[src/rtl/gemm_pkg.sv]
// Shared types for the GeMM tile controller: FSM states and loop-order encoding.
package gemm_pkg;

    typedef enum logic [1:0] {
        Idle  = 2'd0,
        Busy  = 2'd1,
        Drain = 2'd2,
        Done  = 2'd3
    } controller_state_e;

    typedef enum logic {
        LoopMNK = 1'b0,
        LoopNMK = 1'b1
    } loop_order_e;

endpackage

[src/rtl/gemm_loop_counter.sv]
// Index counter that wraps to zero after reaching ceiling-1; last_o flags the final index.
module gemm_loop_counter #(
    parameter int Width = 16
) (
    input  logic             clk_i,
    input  logic             rst_ni,
    input  logic             tick_i,
    input  logic             clear_i,
    input  logic [Width-1:0] ceiling_i,
    output logic [Width-1:0] count_o,
    output logic             last_o
);

    assign last_o = (count_o == ceiling_i - Width'(1));

    always_ff @(posedge clk_i or negedge rst_ni) begin
        if (!rst_ni) begin
            count_o <= '0;
        end else if (clear_i) begin
            count_o <= '0;
        end else if (tick_i) begin
            count_o <= last_o ? '0 : count_o + Width'(1);
        end
    end

endmodule

[src/rtl/gemm_tile_controller.sv]
// Tiled GeMM loop controller: walks M x N output tiles with a K reduction per tile.
// state | meaning
// Idle  | waiting for start_i; sizes and loop order latched on start
// Busy  | operand beats accepted, results emitted per completed tile
// Drain | last beat accepted, waiting for the final result handshake
// Done  | one-cycle completion pulse, counters cleared
module gemm_tile_controller
    import gemm_pkg::*;
#(
    parameter int AddrWidth = 16
) (
    input  logic                 clk_i,
    input  logic                 rst_ni,
    input  logic                 start_i,
    input  logic                 loop_order_i,
    input  logic [AddrWidth-1:0] M_size_i,
    input  logic [AddrWidth-1:0] K_size_i,
    input  logic [AddrWidth-1:0] N_size_i,
    input  logic                 input_valid_i,
    output logic                 input_ready_o,
    output logic                 acc_clear_o,
    output logic [AddrWidth-1:0] M_count_o,
    output logic [AddrWidth-1:0] K_count_o,
    output logic [AddrWidth-1:0] N_count_o,
    output logic                 result_valid_o,
    input  logic                 result_ready_i,
    output logic [AddrWidth-1:0] result_m_o,
    output logic [AddrWidth-1:0] result_n_o,
    output logic                 busy_o,
    output logic                 done_o
);

    controller_state_e    state_q, state_d;
    loop_order_e          order_q;
    logic [AddrWidth-1:0] m_size_q, k_size_q, n_size_q;

    logic fire, start_ok, zero_size, cnt_clear, result_hs;
    logic k_last, m_last, n_last, k_wrap, m_tick, n_tick, last_tile;

    assign input_ready_o = (state_q == Busy) && (!result_valid_o || result_ready_i);
    assign fire          = input_valid_i && input_ready_o;
    assign acc_clear_o   = fire && (K_count_o == '0);
    assign result_hs     = result_valid_o && result_ready_i;
    assign start_ok      = (state_q == Idle) && start_i;
    assign zero_size     = (M_size_i == '0) || (K_size_i == '0) || (N_size_i == '0);
    assign cnt_clear     = start_ok || (state_q == Done);
    assign busy_o        = (state_q != Idle);
    assign done_o        = (state_q == Done);

    // Ticks are derived from last flags rather than chained wraps so the
    // order mux never forms a structural loop between the M and N counters.
    assign k_wrap    = fire && k_last;
    assign m_tick    = (order_q == LoopNMK) ? k_wrap : (k_wrap && n_last);
    assign n_tick    = (order_q == LoopMNK) ? k_wrap : (k_wrap && m_last);
    assign last_tile = k_wrap && m_last && n_last;

    gemm_loop_counter #(.Width(AddrWidth)) u_k_cnt (
        .clk_i    (clk_i),
        .rst_ni   (rst_ni),
        .tick_i   (fire),
        .clear_i  (cnt_clear),
        .ceiling_i(k_size_q),
        .count_o  (K_count_o),
        .last_o   (k_last)
    );

    gemm_loop_counter #(.Width(AddrWidth)) u_m_cnt (
        .clk_i    (clk_i),
        .rst_ni   (rst_ni),
        .tick_i   (m_tick),
        .clear_i  (cnt_clear),
        .ceiling_i(m_size_q),
        .count_o  (M_count_o),
        .last_o   (m_last)
    );

    gemm_loop_counter #(.Width(AddrWidth)) u_n_cnt (
        .clk_i    (clk_i),
        .rst_ni   (rst_ni),
        .tick_i   (n_tick),
        .clear_i  (cnt_clear),
        .ceiling_i(n_size_q),
        .count_o  (N_count_o),
        .last_o   (n_last)
    );

    always_comb begin
        state_d = state_q;
        unique case (state_q)
            Idle:    if (start_i) state_d = zero_size ? Done : Busy;
            Busy:    if (last_tile) state_d = Drain;
            Drain:   if (result_hs) state_d = Done;
            Done:    state_d = Idle;
            default: state_d = Idle;
        endcase
    end

    always_ff @(posedge clk_i or negedge rst_ni) begin
        if (!rst_ni) begin
            state_q        <= Idle;
            order_q        <= LoopMNK;
            m_size_q       <= '0;
            k_size_q       <= '0;
            n_size_q       <= '0;
            result_valid_o <= 1'b0;
            result_m_o     <= '0;
            result_n_o     <= '0;
        end else begin
            state_q <= state_d;
            if (start_ok) begin
                order_q  <= loop_order_e'(loop_order_i);
                m_size_q <= M_size_i;
                k_size_q <= K_size_i;
                n_size_q <= N_size_i;
            end
            // A completion in the same cycle as a handshake reloads the slot.
            if (k_wrap) begin
                result_valid_o <= 1'b1;
                result_m_o     <= M_count_o;
                result_n_o     <= N_count_o;
            end else if (result_hs) begin
                result_valid_o <= 1'b0;
            end
        end
    end

endmodule

[config.mk]
export PLATFORM = sky130hd
export DESIGN_NAME = gemm_tile_controller
export DESIGN_NICKNAME = d
export VERILOG_FILES = /design/src/rtl/gemm_pkg.sv /design/src/rtl/gemm_loop_counter.sv /design/src/rtl/gemm_tile_controller.sv
export SDC_FILE = /design/constraint.sdc
export NUM_CORES = 1
export LEC_CHECK = 0
export ABC_AREA = 1
export BUFFER_PORTS_ARGS = -buffer_cell sky130_fd_sc_hd__buf_2
export CAP_MARGIN = 20
export CORE_MARGIN = 2
export CORE_UTILIZATION = 57
export CTS_CLUSTER_DIAMETER = 120
export DETAILED_ROUTE_END_ITERATION = 8
export PLACE_DENSITY = 0.81
export SYNTH_ARGS = -nofsm -noshare
export SYNTH_HDL_FRONTEND = slang
export SYNTH_SLANG_ARGS = --single-unit
[constraint.sdc]
create_clock -name clk_i -period 2.9 [get_ports clk_i]
set_input_delay 0 -clock clk_i [delete_from_list [all_inputs] [get_ports clk_i]]
set_output_delay 0 -clock clk_i [all_outputs]
set_load 0.05 [all_outputs]
Word level (Yosys, flattened, before mapping)
Cells that the tools add are included.

word-level totals
  bits in read-only memories = 0
  bits in writable memories = 0
  input bits = 54
  bits in registers = 132
  memories kept = 0
  bits in latches = 0

cells by class
  reduce and logical (&&, ||, !) cells = 25
  multiply operators = 0
  magnitude comparators = 0
  mux-type cells = 18
  bitwise operators = 0
  equal/unequal tests = 9
  shift-type cells = 0
  add/sub/neg operators = 6
  divide/modulo/power cells = 0

operator list
  cell                   number
  $mux 16                9
  $logic_not 16->1       4
  $add 16x1->16 const B  3
  $eq 16x16->1           3
  $sub 16x1->16 const B  3
  $reduce_bool 2->1      5
  $logic_and 1x1->1      9
  $mux 2                 4
  $pmux 2 s4             1
  $ne 2x2->1 const B     3
  $eq 2x2->1 const B     2
  $logic_or 1x1->1       4
  $mux 1                 4
  $reduce_and 3->1       1
  $eq 2x1->1 const B     1
  $logic_not 2->1        1
  $logic_not 1->1        1

Depth between registers and ports, before layout
  depth after elaboration = 9
  depth in mapped cells = 19

Cells and area by module
A second synthesis with hierarchy kept.

unflattened totals
  cell total of the unflattened synthesis = 1163
  area total of the unflattened synthesis = 9102.5 sq um

modules (own cells, without submodules)
  module                times used  cells each  area each (sq um)
  gemm_loop_counter     3           298         1830.5
  gemm_tile_controller  1           269         3611.0

Worst setup path after synthesis
Ideal clock, no wire load.

  path type = reg-to-output
  from = register result_valid_o
  to = output acc_clear_o
  arrival = 3328 ps
  required time = 2900 ps
  setup slack = -428 ps
  stages on the path, launching flop included = 6
  cell sequence = dfrtp_1 inv_1 nor2_1 nor2_1 nand2_1 nor4_1

on the way
  word-level cells in the longest chain between the ends = 5

ends and longest elaborated chain
  what                    line                         RTL
  start, declared         gemm_tile_controller.sv:25   output logic result_valid_o,
  start signal, assigned  gemm_tile_controller.sv:105  result_valid_o <= 1'b0;
  start signal, assigned  gemm_tile_controller.sv:118  result_valid_o <= 1'b1;
  start signal, assigned  gemm_tile_controller.sv:122  result_valid_o <= 1'b0;
  $logic_not 1->1         gemm_tile_controller.sv:40   assign input_ready_o = (state_q == Busy) && (!result_valid_o || result_ready_i);
  $logic_or 1x1->1        gemm_tile_controller.sv:40
  $logic_and 1x1->1       gemm_tile_controller.sv:40
  net input_ready_o       gemm_tile_controller.sv:20   output logic input_ready_o,
  $logic_and 1x1->1       gemm_tile_controller.sv:41   assign fire = input_valid_i && input_ready_o;
  $logic_and 1x1->1       gemm_tile_controller.sv:42   assign acc_clear_o = fire && (K_count_o == '0);
  end, declared           gemm_tile_controller.sv:21   output logic acc_clear_o,

The timed path passes the listed nets, and every way through them passes these cells.

Worst setup path in the final report
  from = register n_size_q[0]
  to = register u_m_cnt.count_o[8]

on the way
  word-level cells in the longest chain between the ends = 5

ends and longest elaborated chain
  what                         line                         RTL
  start, declared              gemm_tile_controller.sv:35   logic [AddrWidth-1:0] m_size_q, k_size_q, n_size_q;
  start signal, assigned       gemm_tile_controller.sv:114  n_size_q <= N_size_i;
  $sub 16x1->16                gemm_loop_counter.sv:14      assign last_o = (count_o == ceiling_i - Width'(1));
  $eq 16x16->1                 gemm_loop_counter.sv:14
  $logic_and 1x1->1            gemm_tile_controller.sv:53   assign m_tick = (order_q == LoopNMK) ? k_wrap : (k_wrap && n_last);
  $mux 1                       gemm_tile_controller.sv:53
  $reduce_bool 2->1 (no line)  n/a
  end signal, assigned         gemm_loop_counter.sv:22      count_o <= last_o ? '0 : count_o + Width'(1);
  end, declared                gemm_loop_counter.sv:10      output logic [Width-1:0] count_o,

Every way passes these cells.
A chain may end at the register's enable or synchronous reset.

==> flow_metrics.tcl <==
set metrics [dict create \
    cp.arrival_ns 2.89 \
    switching_share 0.421 \
    drc_errors 0 \
    start_util 0.581 \
    drt_pass1_iterations 5 \
    hold_violations 0 \
    async_flop_share 1.00 \
    synth_warnings 0 \
    wl_per_cell_um 15.6 \
    r2r_slack_ns 0.33 \
    drv_cap 0 \
    place_area_um2 9190 \
    drive_gt1_frac 0.165 \
    overflow 0 \
    critPathCaptureType "flip-flop" \
    fin_skew_ns 0.00749 \
    clk_latency_ns 0.42 \
    timing.hold.ws_ns 0.153 \
    total_power_mw 7.69 \
    stdcell_area_um2 10400 \
    setup_violations 0 \
    gp_congestion 0.962 \
    syn2layout_area_growth_pct 23.9 \
    power-per-cell-area_nw_per_um2 741 \
    r2r_start "n_size_q[0]$_DFFE_PN0P_" \
    utilization 0.720 \
    hold_class "primary input to flip-flop" \
    root_buffer "clkbuf_16" \
    hold_path_startpoint "input_valid_i" \
    cts_tree "yes" \
    grt_pass1_wl_um 39200 \
    pin_count 139 \
    fmaxAchievable_mhz 388 \
    vdd_drop_max_mv 0.407 \
    die_w_um 125 \
    h-tree-depth 4 \
    layout_commonest_cell "nand2_1" \
    netlist_area_um2 8380 \
    regToRegEndpoint "u_m_cnt.count_o[8]$_DFFE_PN0P_" \
    cts_buffers 17 \
    io_buffers 138 \
    grtUsageTotal 0.310 \
    p_sw_mw 3.24 \
    grt_antenna_before_repair 0 \
    status "complete, no violations" \
    vias 8444 \
    fin_nets 1407 \
    final.min_clock_period_ns 2.57 \
    slew_viol_final 0 \
    synth_area_per_cell_um2 7.27 \
    ant_nets 0 \
    routed_wl_um 24000 \
    die_h_um 125 \
    synth_cell_types 43 \
    critPathLaunchType "flip-flop" \
    min_to "u_k_cnt.count_o[15]$_DFFE_PN0P_" \
    comb_power_share 0.371 \
    fp-row-count 44 \
    synth_cells 1153 \
    clkTransAtPathRegs_ns 0.07 \
    critical_path_class "flip-flop to flip-flop" \
    dp_hpwl_um 16800 \
    leakagePower_nw 5.41 \
    synth_flop_cell "dfrtp_1" \
    p_clk_frac 0.285 \
    holdPathStages 4 \
    grt_max_degree 110 \
    crit_required_ns 3.21 \
    rsz0062_at_grt "no" \
    tightest_slew_ns 1.01 \
    synth_edf_count 0 \
    tns_ns 0 \
    synth_seq_cells 132 \
    cts.sinks 132 \
    synth-seq-area-share 0.394 \
    maxSlewHeadroom 0.325 \
    timing.final.crit_share 0.888 \
    first_iter_violations 644 \
    internal_power_mw 4.45 \
    synthesis.nets 1219 \
    r2r.worst_path.cells 13 \
    cts_buffer_depth 2 \
    fp.coreArea_um2 14400 \
    grt_pass1_vias 8080 \
    viasPerCell 5.49 \
    pwr-share-seq 0.344 \
    dieArea_um2 15700 \
    final_cell_mix "nand2_1 (333), nor2_1 (137), buf_2 (137)" \
    crit_fanout 17 \
    diodes 0 \
]
## through the flow
step,setup WS [ns],cells
after global routing,0.00108,1538
after floorplan,0.113,1153
after CTS,0.345,1538
final,0.325,1538
after detailed placement,0.357,1447
after global placement,0.436,1447
## kinds of logic (layout without fill, tap and decap cells)
| logic type | Yosys count | after routing | synth area share |
|---|---|---|---|
| fa+ha+maj | 12 | 12 | 0.0179 |
| xor+xnor | 75 | 75 | 0.0800 |
| flops | 132 | 132 | 0.394 |
| simple gates | 655 | 655 | 0.347 |
| buf+inv | 167 | 368 | 0.0806 |
| compound gates | 99 | 99 | 0.0630 |
| mux | 13 | 13 | 0.0175 |
## critical path, stage by stage, from the launching register on
cell	delay (ns)
dfrtp_1	0.39
inv_1	0.11
ha_1	0.22
nand3_2	0.16
nor2_2	0.26
nand3_1	0.13
a21oi_1	0.17
nand2_1	0.07
nor2_1	0.28
a21oi_4	0.12
nor2_8	0.25
nor2_4	0.15
nand2_1	0.09
nand2_1	0.07
## layer usage
| metal | wire length, um | up-vias | share of wire | track usage |
|---|---|---|---|---|
| li1 | - | 4078 | - | - |
| met1 | 9690 | 3931 | 0.40 | 0.389 |
| met2 | 11900 | 364 | 0.50 | 0.525 |
| met3 | 1700 | 71 | 0.071 | 0.0655 |
| met4 | 706 | 0 | 0.029 | 0.122 |
| met5 | 0 | - | 0 | 0 |
## how the worst max path moves through the flow
stage / depth (start not counted) / start / to / slack, ns
2_1_floorplan: 5 / result_valid_o$_DFFE_PN0P_ / acc_clear_o / 0.11
3_3_place_gp: 14 / m_size_q[0]$_DFFE_PN0P_ / u_n_cnt.count_o[14]$_DFFE_PN0P_ / 0.44
3_5_place_dp: 14 / m_size_q[0]$_DFFE_PN0P_ / u_n_cnt.count_o[14]$_DFFE_PN0P_ / 0.36
4_1_cts: 14 / m_size_q[0]$_DFFE_PN0P_ / u_n_cnt.count_o[14]$_DFFE_PN0P_ / 0.34
5_1_grt: 16 / m_size_q[0]$_DFFE_PN0P_ / u_n_cnt.count_o[9]$_DFFE_PN0P_ / 0.001
6_report: 13 / n_size_q[0]$_DFFE_PN0P_ / u_m_cnt.count_o[8]$_DFFE_PN0P_ / 0.33
## synth_stat cells, types with 2 or more instances
| library cell | instances | area share |
|---|---|---|
| nand2_1 | 334 | 0.15 |
| nor2_1 | 138 | 0.062 |
| dfrtp_1 | 132 | 0.39 |
| inv_1 | 125 | 0.056 |
| nand3_1 | 74 | 0.044 |
| xor2_1 | 58 | 0.061 |
| o21ai_0 | 44 | 0.026 |
| nand4_1 | 38 | 0.028 |
| a21oi_1 | 27 | 0.016 |
| clkbuf_1 | 17 | 0.0076 |
| nor4_1 | 17 | 0.013 |
| nor3_1 | 16 | 0.0096 |
| xnor2_1 | 16 | 0.017 |
| mux2_2 | 13 | 0.017 |
| o21ai_1 | 13 | 0.0078 |
| ha_1 | 12 | 0.018 |
| o22ai_1 | 11 | 0.0082 |
| nand3b_1 | 8 | 0.0072 |
| buf_2 | 6 | 0.0036 |
| inv_2 | 5 | 0.0022 |
| nand3_2 | 5 | 0.0060 |
| nor2_2 | 5 | 0.0037 |
| and2_1 | 4 | 0.0030 |
| buf_4 | 4 | 0.0036 |
| nor2_4 | 4 | 0.0054 |
| buf_1 | 3 | 0.0013 |
| buf_6 | 3 | 0.0040 |
| clkbuf_2 | 3 | 0.0018 |
| nand2_2 | 2 | 0.0015 |
| nand2_4 | 2 | 0.0027 |
| or2_2 | 2 | 0.0015 |
## cell type report
type	count	area (um^2)
timing repair buffer	205	1350
tap	184	230
clock buffer	17	425
sequential	132	3300
fill	1185	4040
multi-input combinational	854	4410
inverter	131	492
clock inverter	15	173
## registers in the layout, summed over array words and instances, names as in the netlist
| register | count |
|---|---|
| n_size_q | 16 |
| u_k_cnt.count_o | 16 |
| result_n_o | 16 |
| result_m_o | 16 |
| k_size_q | 16 |
| result_valid_o | 1 |
| order_q | 1 |
| state_q | 2 |
| m_size_q | 16 |
| u_n_cnt.count_o | 16 |
| u_m_cnt.count_o | 16 |
## repair_timing
action | CTS | global route
hold buffers | 59 | 0
endpoints found under the hold margin | 157 | 0
setup buffers | 0 | 0
setup endpoints to repair | 0 | 5
gates resized for setup | 0 | 1
## power by group through the flow
stage	Clock [mW]	Sequential, mW	Combinational [mW]
final	2.20	2.65	2.85
after global routing	2.30	2.69	3.22
after CTS	2.21	2.63	2.81
after detailed placement	0	2.65	2.71
after global placement	0	2.64	2.66
after floorplan	0	2.56	2.12
Power figures use the tool's default switching activity.
